**src/rtl/i2c_mst_ctrl_byte_if.sv**
```systemverilog
// i2c_mst_ctrl_byte_if
//   Bundles the signals around the I2C byte sequencer: the host request side
//   (start/stop/read/write/ack_in/din -> cmd_ack/ack_out/dout/i2c_al) and the
//   bit-controller side (core_cmd/core_txd -> core_ack/core_al/core_rxd).
//   slave  : the byte sequencer itself.
//   master : everything around it (host plus bit controller).
//   dbg_state exposes the sequencer FSM state for observation only.
//
// Handshake: the host raises start/read/write/stop (with ack_in/din) and holds
//   them steady until cmd_ack pulses for one cycle; a request is complete on
//   that pulse. Each core_cmd is held until core_ack pulses for one cycle; the
//   next command (or NOP) appears on the same edge that samples core_ack.
//   core_al aborts the request: no cmd_ack follows, i2c_al pulses instead.
interface i2c_mst_ctrl_byte_if #(
  parameter int NBITS = 8
);
  logic             start;
  logic             stop;
  logic             read;
  logic             write;
  logic             ack_in;
  logic [NBITS-1:0] din;
  logic             cmd_ack;
  logic             ack_out;
  logic [NBITS-1:0] dout;
  logic             i2c_al;
  logic [3:0]       core_cmd;
  logic             core_ack;
  logic             core_al;
  logic             core_txd;
  logic             core_rxd;
  logic [2:0]       dbg_state;

  modport slave (
    input  start, stop, read, write, ack_in, din,
    input  core_ack, core_al, core_rxd,
    output cmd_ack, ack_out, dout, i2c_al,
    output core_cmd, core_txd, dbg_state
  );

  modport master (
    output start, stop, read, write, ack_in, din,
    output core_ack, core_al, core_rxd,
    input  cmd_ack, ack_out, dout, i2c_al,
    input  core_cmd, core_txd, dbg_state
  );
endinterface

```
**src/rtl/i2c_mst_ctrl_byte.sv**
```systemverilog
// i2c_mst_ctrl_byte
//   Byte-level sequencer for the I2C master bit controller. Expands a host
//   byte request (optional START, one byte read or write plus the ACK bit,
//   optional STOP) into bit commands, issuing each one when the previous one
//   is acknowledged by the bit controller.
// Ports
//   clk   : system clock
//   rstn  : asynchronous active-low reset
//   bus   : i2c_mst_ctrl_byte_if.slave (host request side + bit-controller side)
// All outputs are registered.
module i2c_mst_ctrl_byte #(
  parameter int NBITS = 8
) (
  input  logic                  clk,
  input  logic                  rstn,
  i2c_mst_ctrl_byte_if.slave    bus
);

  localparam int CW = (NBITS > 1) ? $clog2(NBITS) : 1;

  localparam logic [3:0] CMD_NOP   = 4'b0000;
  localparam logic [3:0] CMD_START = 4'b0001;
  localparam logic [3:0] CMD_STOP  = 4'b0010;
  localparam logic [3:0] CMD_WRITE = 4'b0100;
  localparam logic [3:0] CMD_READ  = 4'b1000;

  typedef enum logic [2:0] {
    ST_IDLE  = 3'd0,
    ST_START = 3'd1,
    ST_READ  = 3'd2,
    ST_WRITE = 3'd3,
    ST_ACK   = 3'd4,
    ST_STOP  = 3'd5
  } state_t;

  state_t           state, state_nxt;
  logic [NBITS-1:0] sreg, sreg_nxt;
  logic [CW-1:0]    cnt, cnt_nxt;
  logic [3:0]       core_cmd_q, core_cmd_nxt;
  logic             core_txd_q, core_txd_nxt;
  logic             cmd_ack_q, cmd_ack_nxt;
  logic             ack_out_q, ack_out_nxt;
  logic [NBITS-1:0] dout_q, dout_nxt;
  logic             i2c_al_q;
  logic             go;

  // cmd_ack masks go so the still-held request is not restarted in the
  // cycle the host sees completion.
  assign go = (bus.read | bus.write | bus.stop) & ~cmd_ack_q;

  function automatic logic [3:0] cmd_of(state_t s);
    case (s)
      ST_START: cmd_of = CMD_START;
      ST_READ:  cmd_of = CMD_READ;
      ST_WRITE: cmd_of = CMD_WRITE;
      ST_STOP:  cmd_of = CMD_STOP;
      default:  cmd_of = CMD_NOP;
    endcase
  endfunction

  // State and datapath registers
  always_ff @(posedge clk or negedge rstn) begin
    if (!rstn) begin
      state      <= ST_IDLE;
      sreg       <= '0;
      cnt        <= '0;
      core_cmd_q <= CMD_NOP;
      core_txd_q <= 1'b0;
      cmd_ack_q  <= 1'b0;
      ack_out_q  <= 1'b0;
      dout_q     <= '0;
      i2c_al_q   <= 1'b0;
    end else begin
      state      <= state_nxt;
      sreg       <= sreg_nxt;
      cnt        <= cnt_nxt;
      core_cmd_q <= core_cmd_nxt;
      core_txd_q <= core_txd_nxt;
      cmd_ack_q  <= cmd_ack_nxt;
      ack_out_q  <= ack_out_nxt;
      dout_q     <= dout_nxt;
      i2c_al_q   <= bus.core_al;
    end
  end

  // Next state; arbitration loss overrides everything.
  always_comb begin
    state_nxt = state;
    if (bus.core_al) begin
      state_nxt = ST_IDLE;
    end else begin
      case (state)
        ST_IDLE:
          if (go) begin
            if (bus.start)      state_nxt = ST_START;
            else if (bus.read)  state_nxt = ST_READ;
            else if (bus.write) state_nxt = ST_WRITE;
            else                state_nxt = ST_STOP;
          end
        ST_START:
          if (bus.core_ack) begin
            if (bus.read)       state_nxt = ST_READ;
            else if (bus.write) state_nxt = ST_WRITE;
            else                state_nxt = ST_STOP;
          end
        ST_WRITE, ST_READ:
          if (bus.core_ack && cnt == '0) state_nxt = ST_ACK;
        ST_ACK:
          if (bus.core_ack) state_nxt = bus.stop ? ST_STOP : ST_IDLE;
        ST_STOP:
          if (bus.core_ack) state_nxt = ST_IDLE;
        default: state_nxt = ST_IDLE;
      endcase
    end
  end

  // Next values of the registered outputs and datapath
  always_comb begin
    sreg_nxt     = sreg;
    cnt_nxt      = cnt;
    core_cmd_nxt = core_cmd_q;
    core_txd_nxt = core_txd_q;
    cmd_ack_nxt  = 1'b0;
    ack_out_nxt  = ack_out_q;
    dout_nxt     = dout_q;
    if (bus.core_al) begin
      core_cmd_nxt = CMD_NOP;
    end else begin
      case (state)
        ST_IDLE:
          if (go) begin
            sreg_nxt     = bus.din;
            cnt_nxt      = CW'(NBITS - 1);
            core_cmd_nxt = cmd_of(state_nxt);
            if (state_nxt == ST_WRITE) core_txd_nxt = bus.din[NBITS-1];
          end
        ST_START:
          if (bus.core_ack) begin
            core_cmd_nxt = cmd_of(state_nxt);
            if (state_nxt == ST_WRITE) core_txd_nxt = sreg[NBITS-1];
          end
        ST_WRITE:
          if (bus.core_ack) begin
            if (cnt == '0) begin
              core_cmd_nxt = CMD_READ;      // sample the slave ACK
            end else begin
              cnt_nxt      = cnt - CW'(1);
              sreg_nxt     = {sreg[NBITS-2:0], 1'b0};
              core_txd_nxt = sreg[NBITS-2];
            end
          end
        ST_READ:
          if (bus.core_ack) begin
            sreg_nxt = {sreg[NBITS-2:0], bus.core_rxd};
            if (cnt == '0) begin
              core_cmd_nxt = CMD_WRITE;     // drive our ACK/NACK
              core_txd_nxt = bus.ack_in;
            end else begin
              cnt_nxt = cnt - CW'(1);
            end
          end
        ST_ACK:
          if (bus.core_ack) begin
            ack_out_nxt = bus.core_rxd;
            dout_nxt    = sreg;
            if (bus.stop) begin
              core_cmd_nxt = CMD_STOP;
            end else begin
              core_cmd_nxt = CMD_NOP;
              cmd_ack_nxt  = 1'b1;
            end
          end
        ST_STOP:
          if (bus.core_ack) begin
            core_cmd_nxt = CMD_NOP;
            cmd_ack_nxt  = 1'b1;
          end
        default: core_cmd_nxt = CMD_NOP;
      endcase
    end
  end

  assign bus.core_cmd  = core_cmd_q;
  assign bus.core_txd  = core_txd_q;
  assign bus.cmd_ack   = cmd_ack_q;
  assign bus.ack_out   = ack_out_q;
  assign bus.dout      = dout_q;
  assign bus.i2c_al    = i2c_al_q;
  assign bus.dbg_state = state;

endmodule
```
**src/flat_wrapper.sv**
```systemverilog
// flat-port wrapper written by rule: the top's interface ports become plain ports
module i2c_mst_ctrl_byte_flat 
#(
  parameter int NBITS = 8
)
  (clk, rstn, bus_start, bus_stop, bus_read, bus_write, bus_ack_in, bus_din, bus_core_ack, bus_core_al, bus_core_rxd, bus_cmd_ack, bus_ack_out, bus_dout, bus_i2c_al, bus_core_cmd, bus_core_txd, bus_dbg_state);
  i2c_mst_ctrl_byte_if #(.NBITS(NBITS)) bus_i ();
  input  logic clk;
  input  logic rstn;
  input wire logic [$bits(bus_i.start)-1:0] bus_start;
  input wire logic [$bits(bus_i.stop)-1:0] bus_stop;
  input wire logic [$bits(bus_i.read)-1:0] bus_read;
  input wire logic [$bits(bus_i.write)-1:0] bus_write;
  input wire logic [$bits(bus_i.ack_in)-1:0] bus_ack_in;
  input wire logic [$bits(bus_i.din)-1:0] bus_din;
  input wire logic [$bits(bus_i.core_ack)-1:0] bus_core_ack;
  input wire logic [$bits(bus_i.core_al)-1:0] bus_core_al;
  input wire logic [$bits(bus_i.core_rxd)-1:0] bus_core_rxd;
  output wire logic [$bits(bus_i.cmd_ack)-1:0] bus_cmd_ack;
  output wire logic [$bits(bus_i.ack_out)-1:0] bus_ack_out;
  output wire logic [$bits(bus_i.dout)-1:0] bus_dout;
  output wire logic [$bits(bus_i.i2c_al)-1:0] bus_i2c_al;
  output wire logic [$bits(bus_i.core_cmd)-1:0] bus_core_cmd;
  output wire logic [$bits(bus_i.core_txd)-1:0] bus_core_txd;
  output wire logic [$bits(bus_i.dbg_state)-1:0] bus_dbg_state;
  assign bus_i.start = bus_start;
  assign bus_i.stop = bus_stop;
  assign bus_i.read = bus_read;
  assign bus_i.write = bus_write;
  assign bus_i.ack_in = bus_ack_in;
  assign bus_i.din = bus_din;
  assign bus_i.core_ack = bus_core_ack;
  assign bus_i.core_al = bus_core_al;
  assign bus_i.core_rxd = bus_core_rxd;
  assign bus_cmd_ack = bus_i.cmd_ack;
  assign bus_ack_out = bus_i.ack_out;
  assign bus_dout = bus_i.dout;
  assign bus_i2c_al = bus_i.i2c_al;
  assign bus_core_cmd = bus_i.core_cmd;
  assign bus_core_txd = bus_i.core_txd;
  assign bus_dbg_state = bus_i.dbg_state;
  i2c_mst_ctrl_byte #(.NBITS(NBITS)) u_core (.clk(clk), .rstn(rstn), .bus(bus_i));
endmodule
```
**config.mk**
```make
export PLATFORM = sky130hd
export DESIGN_NAME = i2c_mst_ctrl_byte_flat
export DESIGN_NICKNAME = d
export VERILOG_FILES = /design/src/rtl/i2c_mst_ctrl_byte_if.sv /design/src/rtl/i2c_mst_ctrl_byte.sv /design/src/flat_wrapper.sv
export SDC_FILE = /design/constraint.sdc
export NUM_CORES = 1
export LEC_CHECK = 0
export BUFFER_PORTS_ARGS = -buffer_cell sky130_fd_sc_hd__clkbuf_2
export CORE_UTILIZATION = 40
export CTS_CLUSTER_SIZE = 20
export DETAILED_ROUTE_END_ITERATION = 7
export HOLD_SLACK_MARGIN = 0.06
export PLACE_DENSITY_LB_ADDON = 0.3
export SLEW_MARGIN = 40
export SYNTH_ARGS = -nofsm -noshare
export SYNTH_HDL_FRONTEND = slang
export SYNTH_SLANG_ARGS = --single-unit
```
**constraint.sdc**
```tcl
create_clock -name clk -period 2.3 [get_ports clk]
set_clock_uncertainty 0.15 [all_clocks]
set_input_delay 0.46 -clock clk [delete_from_list [all_inputs] [get_ports clk]]
set_output_delay 0.46 -clock clk [all_outputs]
set_load 0.01 [all_outputs]
```
# ---- Word-level counts from Yosys, hierarchy flattened
# Cells that the tools add are included.
dict set report word_totals {
  ff_bits 30
  latch_bits 0
  ramBits 0
  rom_bits 0
  inputBits 18
  out_inout_bits 19
  mem_count 0
}
dict set report classes {
  addsub 1
  n_mul 0
  n_div 0
  order_cmp 0
  eq_ne 27
  shift 0
  muxes 46
  bitwise_logic 5
  n_reduce_logical 12
}
# cell count
set ops {}
lappend ops {{two-way mux 3 bit} 13}
lappend ops {{two-way mux 4 bit} 9}
lappend ops {{two-way mux 8 bit} 4}
lappend ops {{case mux 4 bit (6 select lines)} 1}
lappend ops {{case mux 8 bit (3 select lines)} 1}
lappend ops {{case mux 4 bit (4 select lines)} 1}
lappend ops {{!= test 3 bit (second input constant)} 5}
lappend ops {{case mux 3 bit (5 select lines)} 1}
lappend ops {{== test 3 x 2 -> 1 bit (second input constant)} 4}
lappend ops {{two-way mux 1 bit} 12}
lappend ops {{!= test 2 x 1 -> 1 bit (second input constant)} 5}
lappend ops {{!= test 2 bit (second input constant)} 5}
lappend ops {{AND reduction 10 bit} 1}
lappend ops {{== test 3 bit (second input constant)} 3}
lappend ops {{!= test 3 x 2 -> 1 bit (second input constant)} 3}
lappend ops {{AND reduction 8 bit} 1}
lappend ops {{== test 3 x 1 -> 1 bit (second input constant)} 2}
lappend ops {{logical NOT 3 bit} 2}
lappend ops {{case mux 3 bit (2 select lines)} 1}
lappend ops {{AND reduction 6 bit} 1}
lappend ops {{AND reduction 5 bit} 1}
lappend ops {{case mux 1 bit (4 select lines)} 1}
lappend ops {{nonzero test 4 bit} 1}
lappend ops {{AND reduction 3 bit} 1}
lappend ops {{other kinds (10)} 12}

# ---- Depth between registers and ports, before layout
# Gate-level depths: netlist of the first run.
dict set report depth {
  depth_word 11
  mapped_depth 7
  mapped_depth_nobuf 7
}

# ---- Worst setup path before layout of the first run
# OpenSTA, ideal clock, no wires.
dict set report synth_path {
  path_type {register to register}
  from {register u_core.state[0], in the netlist u_core.bus.dbg_state[0]}
  to {register u_core.core_cmd_q[0], in the netlist u_core.bus.core_cmd[0]}
  setup_ns 0.122
  arrival_ns 1.711
  required_time_ns 2.028
  slack_ns 0.318
  stages_incl_launch_ff 7
  synth_period_minus_slack_ns 1.982
  path_cell_list {dfrtp_1 buf_6 or4b_4 a21boi_2 o22ai_1 o22a_1 a32o_1}
}
dict set report synth_via {
  elab_chain_len 9
  word_cells_on_any_way 32
  classes_between {eq/ne: 17; mux: 12; reduce/logical: 3}
}
# element line_no
set synth_rtl {}
lappend synth_rtl {{start, declared} i2c_mst_ctrl_byte.sv:36} ;# state_t state, state_nxt;
lappend synth_rtl {{start signal, assigned} i2c_mst_ctrl_byte.sv:74} ;# state <= state_nxt;
lappend synth_rtl {{== test 3 x 2 -> 1 bit} {i2c_mst_ctrl_byte.sv:92, i2c_mst_ctrl_byte.sv:129}}
lappend synth_rtl {{OR reduction 2 bit (no source line)} --}
lappend synth_rtl {{case mux 3 bit (5 select lines)} i2c_mst_ctrl_byte.sv:92} ;# case (state)
lappend synth_rtl {{two-way mux 3 bit} i2c_mst_ctrl_byte.sv:89} ;# if (bus.core_al) begin
lappend synth_rtl {{== test 3 bit, or another cell as far along} i2c_mst_ctrl_byte.sv:52} ;# case (s)
lappend synth_rtl {{case mux 4 bit (4 select lines)} i2c_mst_ctrl_byte.sv:52}
lappend synth_rtl {{two-way mux 4 bit, on equally long branches} {i2c_mst_ctrl_byte.sv:138, i2c_mst_ctrl_byte.sv:131}}
lappend synth_rtl {{case mux 4 bit (6 select lines)} i2c_mst_ctrl_byte.sv:129} ;# case (state)
lappend synth_rtl {{two-way mux 4 bit} i2c_mst_ctrl_byte.sv:126} ;# if (bus.core_al) begin
lappend synth_rtl {{end signal, assigned} i2c_mst_ctrl_byte.sv:77} ;# core_cmd_q <= core_cmd_nxt;
lappend synth_rtl {{end, declared} i2c_mst_ctrl_byte.sv:39} ;# logic [3:0] core_cmd_q, core_cmd_nxt;
# Parallel ways exist; a longest one is shown, timed or not. The select of a mux whose other input is x is not followed.
# A chain may end at the register's enable or synchronous reset.

# ---- Worst setup path after layout of the first run
dict set report layout_path {
  from {register u_core.cnt[0]}
  to {register u_core.core_txd_q, in the netlist u_core.bus.core_txd}
}
dict set report layout_via {
  elab_chain_len 8
  word_cells_on_any_way 11
  classes_between {eq/ne: 5; mux: 3; reduce/logical: 3}
}
# element line_no
set layout_rtl {}
lappend layout_rtl {{start, declared} i2c_mst_ctrl_byte.sv:38} ;# logic [CW-1:0] cnt, cnt_nxt;
lappend layout_rtl {{start signal, assigned} i2c_mst_ctrl_byte.sv:76} ;# cnt <= cnt_nxt;
lappend layout_rtl {{logical NOT 3 bit *} {i2c_mst_ctrl_byte.sv:107, i2c_mst_ctrl_byte.sv:144, i2c_mst_ctrl_byte.sv:155}}
lappend layout_rtl {{logical AND 1 bit} i2c_mst_ctrl_byte.sv:107} ;# if (bus.core_ack && cnt == '0) state_nxt = ST_ACK;
lappend layout_rtl {{two-way mux 3 bit} i2c_mst_ctrl_byte.sv:107}
lappend layout_rtl {{case mux 3 bit (5 select lines)} i2c_mst_ctrl_byte.sv:92}
lappend layout_rtl {{two-way mux 3 bit} i2c_mst_ctrl_byte.sv:89}
lappend layout_rtl {{== test 3 x 2 -> 1 bit} {i2c_mst_ctrl_byte.sv:135, i2c_mst_ctrl_byte.sv:140}}
lappend layout_rtl {{!= test 2 x 1 -> 1 bit (no source line)} --}
lappend layout_rtl {{AND reduction 10 bit (no source line) *} --}
lappend layout_rtl {{end signal, assigned} i2c_mst_ctrl_byte.sv:78} ;# core_txd_q <= core_txd_nxt;
lappend layout_rtl {{end, declared} i2c_mst_ctrl_byte.sv:40} ;# logic core_txd_q, core_txd_nxt;
# Mark *: on every way between the ends. The rest lies on a longest branch, timed or not.

==> results of run 1 <==
==> synth_stat cells, types with 3 or more instances <==
library cell / count
dfrtp_1: 30
nand2_1: 28
a21oi_1: 14
mux2_1: 12
inv_1: 10
nor2_1: 10
nor2b_1: 6
clkbuf_1: 5
buf_2: 4
mux2_2: 4
mux2i_1: 3
nor3_1: 3
nor3b_1: 3
o21ai_0: 3
==> layout make-up <==
cell class,instances,share of cell area (%)
Tap cell,50,3.064
Sequential cell,30,36.76
Inverter,10,1.838
Clock buffer,7,3.738
Multi-Input combinational cell,129,42.83
Timing Repair Buffer,44,11.76
==> worst max-delay path, cell delays in order (launching register included) <==
cell and delay (ns):
dfrtp_1 0.39, inv_1 0.08, ha_1 0.18, nor2b_1 0.30
xor2_1 0.17, a21oi_1 0.08, nor3_1 0.21, mux2_1 0.35
==> worst paths after layout <==
| check | startpoint | end | slack, ns | cells past startpoint |
|---|---|---|---|---|
| worst max-delay path | u_core.cnt[0] | u_core.bus.core_txd | 0.26 | 7 |
| worst min-delay path | rstn | u_core.sreg[7] | 0.06 | 1 |
| worst max register to register | u_core.cnt[0] | u_core.bus.core_txd | 0.26 | 7 |
| worst min register to register | u_core.bus.dout[5] | u_core.bus.dout[5] | 0.34 | 1 |
| max in group asynchronous | rstn | u_core.bus.core_cmd[0] | 1.53 | 1 |
| min in group clk | bus_core_rxd | u_core.bus.ack_out | 0.26 | 2 |
==> metal layers <==
layer / part of all wire (%) / up-vias / track usage, %
met5: 0 / - / 0
met4: 2.0 / 0 / 9.840
met3: 6.4 / 8 / 5.236
met2: 44 / 50 / 29.21
met1: 47 / 663 / 24.79
li1: - / 717 / -
==> sequential cells by signal, indices dropped and copies added, names as in the netlist, 3 cells and up <==
signal                count
u_core.bus.dout           8
u_core.bus.dbg_state      3
u_core.sreg               8
u_core.bus.core_cmd       4
u_core.cnt                3
==> cells by family after synthesis <==
family | Yosys count
AND/OR/NAND/NOR | 65
AO/OA/AOI/OAI | 42
XOR/XNOR | 1
buffers and inverters | 21
flip-flops | 30
adder cells (fa/ha/maj) | 2
multiplexers | 19
==> power by group through the flow <==
stage | logic [uW] | registers [uW] | clock network [uW]
after floorplan | 452 | 849 | 0
after global placement | 703 | 831 | 0
after detailed placement | 710 | 834 | 0
after CTS | 715 | 826 | 407
after global routing | 798 | 851 | 432
final | 706 | 823 | 396
==> through the flow <==
step,hold WS (ns),instances
after global placement,0.3185,263
final,0.05525,270
after global routing,0.1172,270
after detailed placement,0.3295,263
after CTS,0.1104,270
after floorplan,0.01441,180
==> metrics, run 1 <==
outcome=completed; Std-Cell Rows=23; die area=4558 sq um; DRC=0; total track usage=19.22%; synthesized instance count=180; largest net degree at the start of global routing=31; initial antenna violation count=0; P per Cell Area=942.8 nW/um^2; Cell Int Power=1242 uW; ant diodes=0; Die Wd=67.51 um; DRT iter0 DRCs=114; CP arrival=2.05 ns; Power Total=1925 uW; RSZ-0062 raised after global routing=no; synth top area cells=dfrtp_1, mux2_1, nand2_1; drt total wl=3716 um; Final min period=2.042 ns; most common cell after layout, fill and taps aside=clkbuf_2; Worst Path Class, Setup=reg -> reg; max_cap viols=0; warnings from Yosys=0; I/O Pins=37; share of layout cells above drive strength 1=27.27%; largest family of logic cells by synthesized area=simple AND/OR/NAND/NOR gates; #FFs+latches synth=30; Psw=682.7 uW; hold buffers post-CTS=0; multiplexer share of the synthesized area=12.24%; Die Ht=67.51 um; Comb pwr share=36.7%; Worst EP required=2.31 ns; EDFF count, synth=0; Placement Cell Area=1966 sq um; Max Clk Rate=0.4897 GHz; Setup TNS=0 ns; postcts setup bufs=0; FF/Latch Area=750.7 sq um; simple-gate share of the synthesized area=19.46%; Reg clk slew, reported paths=0.06 ns; Max Slew Vio Count=0; leading cell types in the layout, fill and taps excluded=clkbuf_2, dfrtp_1, nand2_1, a21oi_1, mux2_1; sequential share of the synthesized area=43.73%; dpl ws=0.1158 ns; cell leakage power=0.001015 uW; Via density=5.326; DRT antenna net count=0; clock sinks=30; htree depth=2; fillers=388; Yosys top cell by area=dfrtp_1; Hold Crit Class=in -> async; number of port buffers=36; CTS Buf Count=5; Compound-Gate Fraction of Synth Area=17.27%; Post-synth ARST share=100.0%; Area Overhead vs Synth=18.95%; critical-path maximum fanout=4; routed length per instance=13.76 um; Avg Inst Size Synth=9.537 sq um; Finished Cell Area=2042 sq um; Critical Path Source Type=flop; drt pass-1 iters=4; relative slew slack=56.58%; Root Buffer=clkbuf_8; final worst setup slack=0.2579 ns; dpl hpwl=2720 um; nets@finish=240; total core area=4058 sq um; clock power share=20.6%; CTS tree=built; Clock Tree Buf Depth=2; Initial Utilization=42.31%; grt total ovfl=0; multi-input logic area=874.6 sq um; Net Count, Synth=200; final core occ=50.32%; GPL Wtd Cong=0.8224; xor and xnor area share after synthesis=0.5102%; Synth cell types=48; vias in the first global route=1419; final setup fails=0; first-pass GRT wire length=6437 um; Adder-Cell Fraction of Synth Area=1.458%; Hold Vio Cnt, Final=0; post_cts resized=0; worst vdd ir=0.4934 mV; Final Cycle Share=88.79%; sequential share of power=42.8%; switch share=35.46%; CP endpoint kind=flop; Clk Latency, worst-skew pair=0.28 ns; DR vias=1438; Main synth FF type=dfrtp_1; synthesized area=1717 sq um; Slew @ Worst Pin=0.6513 ns; Synth top area share=43.73%
No activity file was read; power rests on OpenSTA's default activity.
==> run 2, diff against run 1 <==
--- a/config.mk
+++ b/config.mk
@@ -5,10 +5,10 @@
 export SDC_FILE = /design/constraint.sdc
 export NUM_CORES = 1
 export LEC_CHECK = 0
-export BUFFER_PORTS_ARGS = -buffer_cell sky130_fd_sc_hd__clkbuf_2
 export CORE_UTILIZATION = 40
 export CTS_CLUSTER_SIZE = 20
 export DETAILED_ROUTE_END_ITERATION = 7
+export DONT_BUFFER_PORTS = 1
 export HOLD_SLACK_MARGIN = 0.06
 export PLACE_DENSITY_LB_ADDON = 0.3
 export SLEW_MARGIN = 40
==> metrics, run 2 (synthesized netlist as in run 1, its figures left out) <==
htree depth=2 (unchanged); Std-Cell Rows=23 (unchanged); initial antenna violation count=0 (unchanged); Die Ht=67.51 um (unchanged); relative slew slack=64.49% (+7.9 points); Root Buffer=clkbuf_8; die area=4558 sq um (unchanged); dpl ws=0.09531 ns (-0.02053 ns); Worst EP required=2.31 ns (about the same); outcome=completed; CTS Buf Count=5 (unchanged); Die Wd=67.51 um (unchanged); Slew @ Worst Pin=0.5326 ns (-0.1187 ns); Reg clk slew, reported paths=0.06 ns (about the same); total track usage=18.83% (-0.39 points); Worst Path Class, Setup=reg -> reg; max_cap viols=0 (unchanged); DR vias=1343 (-6.6%); DRT iter0 DRCs=99 (-13%); Cell Int Power=1173 uW (-5.6%); share of layout cells above drive strength 1=12.90% (-14 points); critical-path maximum fanout=13 (+9); Placement Cell Area=1778 sq um (-9.5%); post_cts resized=0 (unchanged); DRC=0 (unchanged); clock sinks=30 (unchanged); final core occ=46.69% (-3.6 points); Power Total=1827 uW (-5.1%); total core area=4058 sq um (unchanged); vias in the first global route=1378 (-2.9%); Clk Latency, worst-skew pair=0.28 ns (about the same); routed length per instance=16.52 um (+20%); drt pass-1 iters=4 (unchanged); Setup TNS=0 ns (unchanged); CP endpoint kind=flop; leading cell types in the layout, fill and taps excluded=dfrtp_1, nand2_1, a21oi_1, mux2_1; Hold Crit Class=in -> reg; Area Overhead vs Synth=10.35%; Final Cycle Share=95.30% (+6.5 points); Initial Utilization=42.31% (unchanged); Final min period=2.192 ns (+0.1499 ns); worst vdd ir=0.5069 mV (+2.7%); Max Slew Vio Count=0 (unchanged); grt total ovfl=0 (unchanged); CP arrival=2.20 ns (+0.15 ns); reg2reg setup slack=0.11 ns (-0.15 ns); Max Clk Rate=0.4562 GHz (-6.8%); final worst setup slack=0.1080 ns (-0.1499 ns); drt total wl=3898 um (+4.9%); clock power share=21.4% (+0.8 points); Hold Vio Cnt, Final=0 (unchanged); P per Cell Area=964.6 nW/um^2 (+2.3%); nets@finish=206 (-14%); GPL Wtd Cong=0.8546 (+3.9%); CTS tree=built; DRT antenna net count=0 (unchanged); Psw=654.1 uW (-4.2%); first-pass GRT wire length=6272 um (-2.6%); I/O Pins=37 (unchanged); cell leakage power=0.0008718 uW (-14%); switch share=35.79% (+0.33 points); Via density=5.691 (+6.8%); largest net degree at the start of global routing=31 (unchanged); Clock Tree Buf Depth=2 (unchanged); RSZ-0062 raised after global routing=no; ant diodes=0 (unchanged); most common cell after layout, fill and taps aside=dfrtp_1; Comb pwr share=29.6% (-7.1 points); dpl hpwl=2755 um (+1.3%); Critical Path Source Type=flop; Finished Cell Area=1894 sq um (-7.2%); final setup fails=0 (unchanged); number of port buffers=0 (-100%); sequential share of power=49.1% (+6.3 points)
[run 2: cell types whose count changed in the layout (fill, tap and decap cells not counted)]
cell | before | now
buf_12 | 0 | 1
buf_2 | 1 | 0
buf_4 | 8 | 7
clkbuf_2 | 35 | 0
dlygate4sd3_1 | 0 | 2
[run 2: worst paths after layout]
path                                      endpoint  cells past startpoint                    start
setup / recovery               u_core.bus.core_txd                      5  u_core.bus.dbg_state[2]
min in group asynchronous   u_core.bus.core_cmd[3]                      2                     rstn
max in group asynchronous           u_core.sreg[7]                      2                     rstn
hold reg to reg                      u_core.cnt[0]                      1            u_core.cnt[0]
setup reg to reg               u_core.bus.core_txd                      5  u_core.bus.dbg_state[2]
hold / removal             u_core.bus.dbg_state[2]                      1              bus_core_al
[run 2: worst max-delay path, stage by stage, from the launching register on]
cell,delay (ns)
dfrtp_1,0.52
or2_1,0.31
o41ai_1,0.42
a311oi_1,0.15
nor3_1,0.18
mux2_1,0.34
[run 2: through the flow]
stage | hold WS, ns | std cells
global placement | 0.01519 | 226
finish | 0.1025 | 236
floorplan | 0.01441 | 180
CTS | 0.09243 | 236
global route | 0.08635 | 236
detailed placement | 0.01526 | 226
[run 2: timing repair]
item                                   4_1_cts  5_1_grt
endpoints found under the hold margin       31        0
buffers inserted                             0        0
hold buffers                                 3        0
[run 2: final cells by class]
cell class	instances	area [sq um]
inverters	10	37.54
well taps	50	62.56
repair buffers	10	92.59
fillers	380	2163
multi-input cells	129	874.6
clock buffers	7	76.32
flip-flops and latches	30	750.7
[run 2: power groups by stage]
stage          Sequential (uW)  Clock (uW)  Combinational, uW
2_1_floorplan              849           0                452
3_3_place_gp               901           0                509
3_5_place_dp               906           0                522
4_1_cts                    898         403                544
5_1_grt                    922         426                614
6_report                   896         390                541
[run 2: routing by layer]
| metal | share of wire [%] | global-route usage, % | vias to the layer above | routed length [um] |
|---|---|---|---|---|
| met5 | 0 | 0 | - | 0 |
| met4 | 0.95 | 6.649 | 0 | 37 |
| met3 | 7.5 | 6.419 | 5 | 291 |
| met2 | 48 | 30.82 | 47 | 1852 |
| met1 | 44 | 22.82 | 649 | 1716 |
| li1 | - | - | 642 | - |
==> run 3, diff against run 2 <==
--- a/config.mk
+++ b/config.mk
@@ -11,6 +11,7 @@
 export DONT_BUFFER_PORTS = 1
 export HOLD_SLACK_MARGIN = 0.06
 export PLACE_DENSITY_LB_ADDON = 0.3
+export RECOVER_POWER = 100
 export SLEW_MARGIN = 40
 export SYNTH_ARGS = -nofsm -noshare
 export SYNTH_HDL_FRONTEND = slang
==> metrics, run 3 (synthesized netlist as in run 1, its figures left out) <==
Max Slew Vio Count=0 (unchanged); Final Cycle Share=95.38% (about the same); dpl ws=0.09531 ns (unchanged); cell leakage power=0.0008510 uW (-2.4%); Clock Tree Buf Depth=2 (unchanged); final worst setup slack=0.1063 ns (-0.001672 ns); Hold Vio Cnt, Final=0 (unchanged); htree depth=2 (unchanged); Max Clk Rate=0.4559 GHz (about the same); clock sinks=30 (unchanged); Top delay family on crit path=compound AO/OA/AOI/OAI gates; Placement Cell Area=1778 sq um (unchanged); most common cell after layout, fill and taps aside=dfrtp_1; fillers=387 (+1.8%); RSZ-0062 raised after global routing=no; placed instance count=226 (unchanged); final setup fails=0 (unchanged); leading cell types in the layout, fill and taps excluded=dfrtp_1, nand2_1, a21oi_1, mux2_1; CTS tree=built; CP Depth=5 (unchanged); nets@finish=206 (unchanged); WP buf/inv=0 (unchanged); share of layout cells above drive strength 1=11.29% (-1.6 points); postcts setup bufs=0 (unchanged); Critical Path Source Type=flop; initial antenna violation count=0 (unchanged); first-pass GRT wire length=6272 um (unchanged); Worst Path Class, Setup=reg -> reg; ant diodes=0 (unchanged); Initial Utilization=42.31% (unchanged); vias in the first global route=1378 (unchanged); Die Ht=67.51 um (unchanged); max_cap viols=0 (unchanged); Reg clk slew, reported paths=0.06 ns (about the same); GPL Wtd Cong=0.8546 (unchanged); Setup TNS=0 ns (unchanged); Hold Crit Class=in -> reg; I/O Pins=37 (unchanged); Root Buffer=clkbuf_8; Via density=5.644 (-0.82%); P per Cell Area=975.0 nW/um^2 (+1.1%); Slowest cell on crit path=dfrtp_1; drt total wl=3866 um (-0.82%); hold buffers post-CTS=3 (unchanged); post_cts resized=0 (unchanged); die area=4558 sq um (unchanged); routed length per instance=16.38 um (-0.82%); Area Overhead vs Synth=8.674%; largest net degree at the start of global routing=31 (unchanged); total track usage=18.83% (unchanged); Std-Cell Rows=23 (unchanged); DR vias=1332 (-0.82%); number of port buffers=0 (unchanged); crit-path cells=or2_0, o41ai_1, a311oi_1, nor3_1, mux2_1; critical-path maximum fanout=13 (unchanged); dpl hpwl=2755 um (unchanged); Worst EP required=2.31 ns (about the same); Final min period=2.194 ns (+0.001672 ns); DRC=0 (unchanged); Finished Cell Area=1866 sq um (-1.5%); CP endpoint kind=flop; Slew @ Worst Pin=0.7638 ns (+0.2313 ns); DRT antenna net count=0 (unchanged); outcome=completed; Crit path largest cell delay=0.52 ns (about the same); relative slew slack=49.08% (-15 points); worst vdd ir=0.5066 mV (about the same); CTS Buf Count=5 (unchanged); total core area=4058 sq um (unchanged); drt pass-1 iters=4 (unchanged); CP arrival=2.20 ns (about the same); Worst Hold Path Cells=1 (unchanged); R2R cell count=5 (unchanged); Non-Filler Instances=236 (unchanged); Clk Latency, worst-skew pair=0.28 ns (about the same); DRT iter0 DRCs=133 (+34%); Die Wd=67.51 um (unchanged); grt total ovfl=0 (unchanged)
run 3: changes by cell type in the layout (fill, tap and decap cells not counted):
cell      before  now
buf_4          7    4
clkbuf_1       2    4
clkbuf_2       0    2
or2_0          0    2
or2_1          2    0
and2_0         0    1
and2_1         2    1
buf_12         1    0
or4b_1         0    1
or4b_4         1    0
run 3: metrics by stage:
stage	utilization, %	total power (uW)	hold WS (ns)
after floorplan	-	1301	0.01441
after global placement	43.82	1410	0.01519
after detailed placement	43.82	1427	0.01526
after CTS	46.69	1844	0.09243
after global routing	45.98	1952	0.08635
final	45.98	1819	0.1016
run 3: layout make-up:
type	count	area [sq um]	share of cell area, %
clock buffer	7	76.32	4.091
inverter	10	37.54	2.012
multi-input combinational	129	870.8	46.68
sequential	30	750.7	40.24
tap	50	62.56	3.353
timing repair buffer	10	67.56	3.622
run 3: metal layers:
metal | up-vias | wire [um] | global-route usage, %
li1 | 645 | - | -
met1 | 632 | 1678 | 22.82
met2 | 50 | 1848 | 30.82
met3 | 5 | 302 | 6.419
met4 | 0 | 37 | 6.649
met5 | - | 0 | 0
run 3: path summary, 6_finish.rpt:
path | start | to | slack [ns]
min in group asynchronous | rstn | u_core.bus.dbg_state[1] | 0.68
setup / recovery | u_core.bus.dbg_state[2] | u_core.bus.core_txd | 0.11
setup reg to reg | u_core.bus.dbg_state[2] | u_core.bus.core_txd | 0.11
hold reg to reg | u_core.cnt[0] | u_core.cnt[0] | 0.33
max in group asynchronous | rstn | u_core.sreg[7] | 0.84
hold / removal | bus_core_al | u_core.bus.dbg_state[2] | 0.10
run 3: report_power, final:
| part | switching (uW) | internal, uW | total, uW | leakage [uW] |
|---|---|---|---|---|
| clock | 183 | 208 | 391 | 0.0000383 |
| combinational | 284 | 248 | 532 | 0.000437 |
| sequential | 186 | 710 | 895 | 0.000376 |
| total | 653 | 1170 | 1820 | 0.000851 |
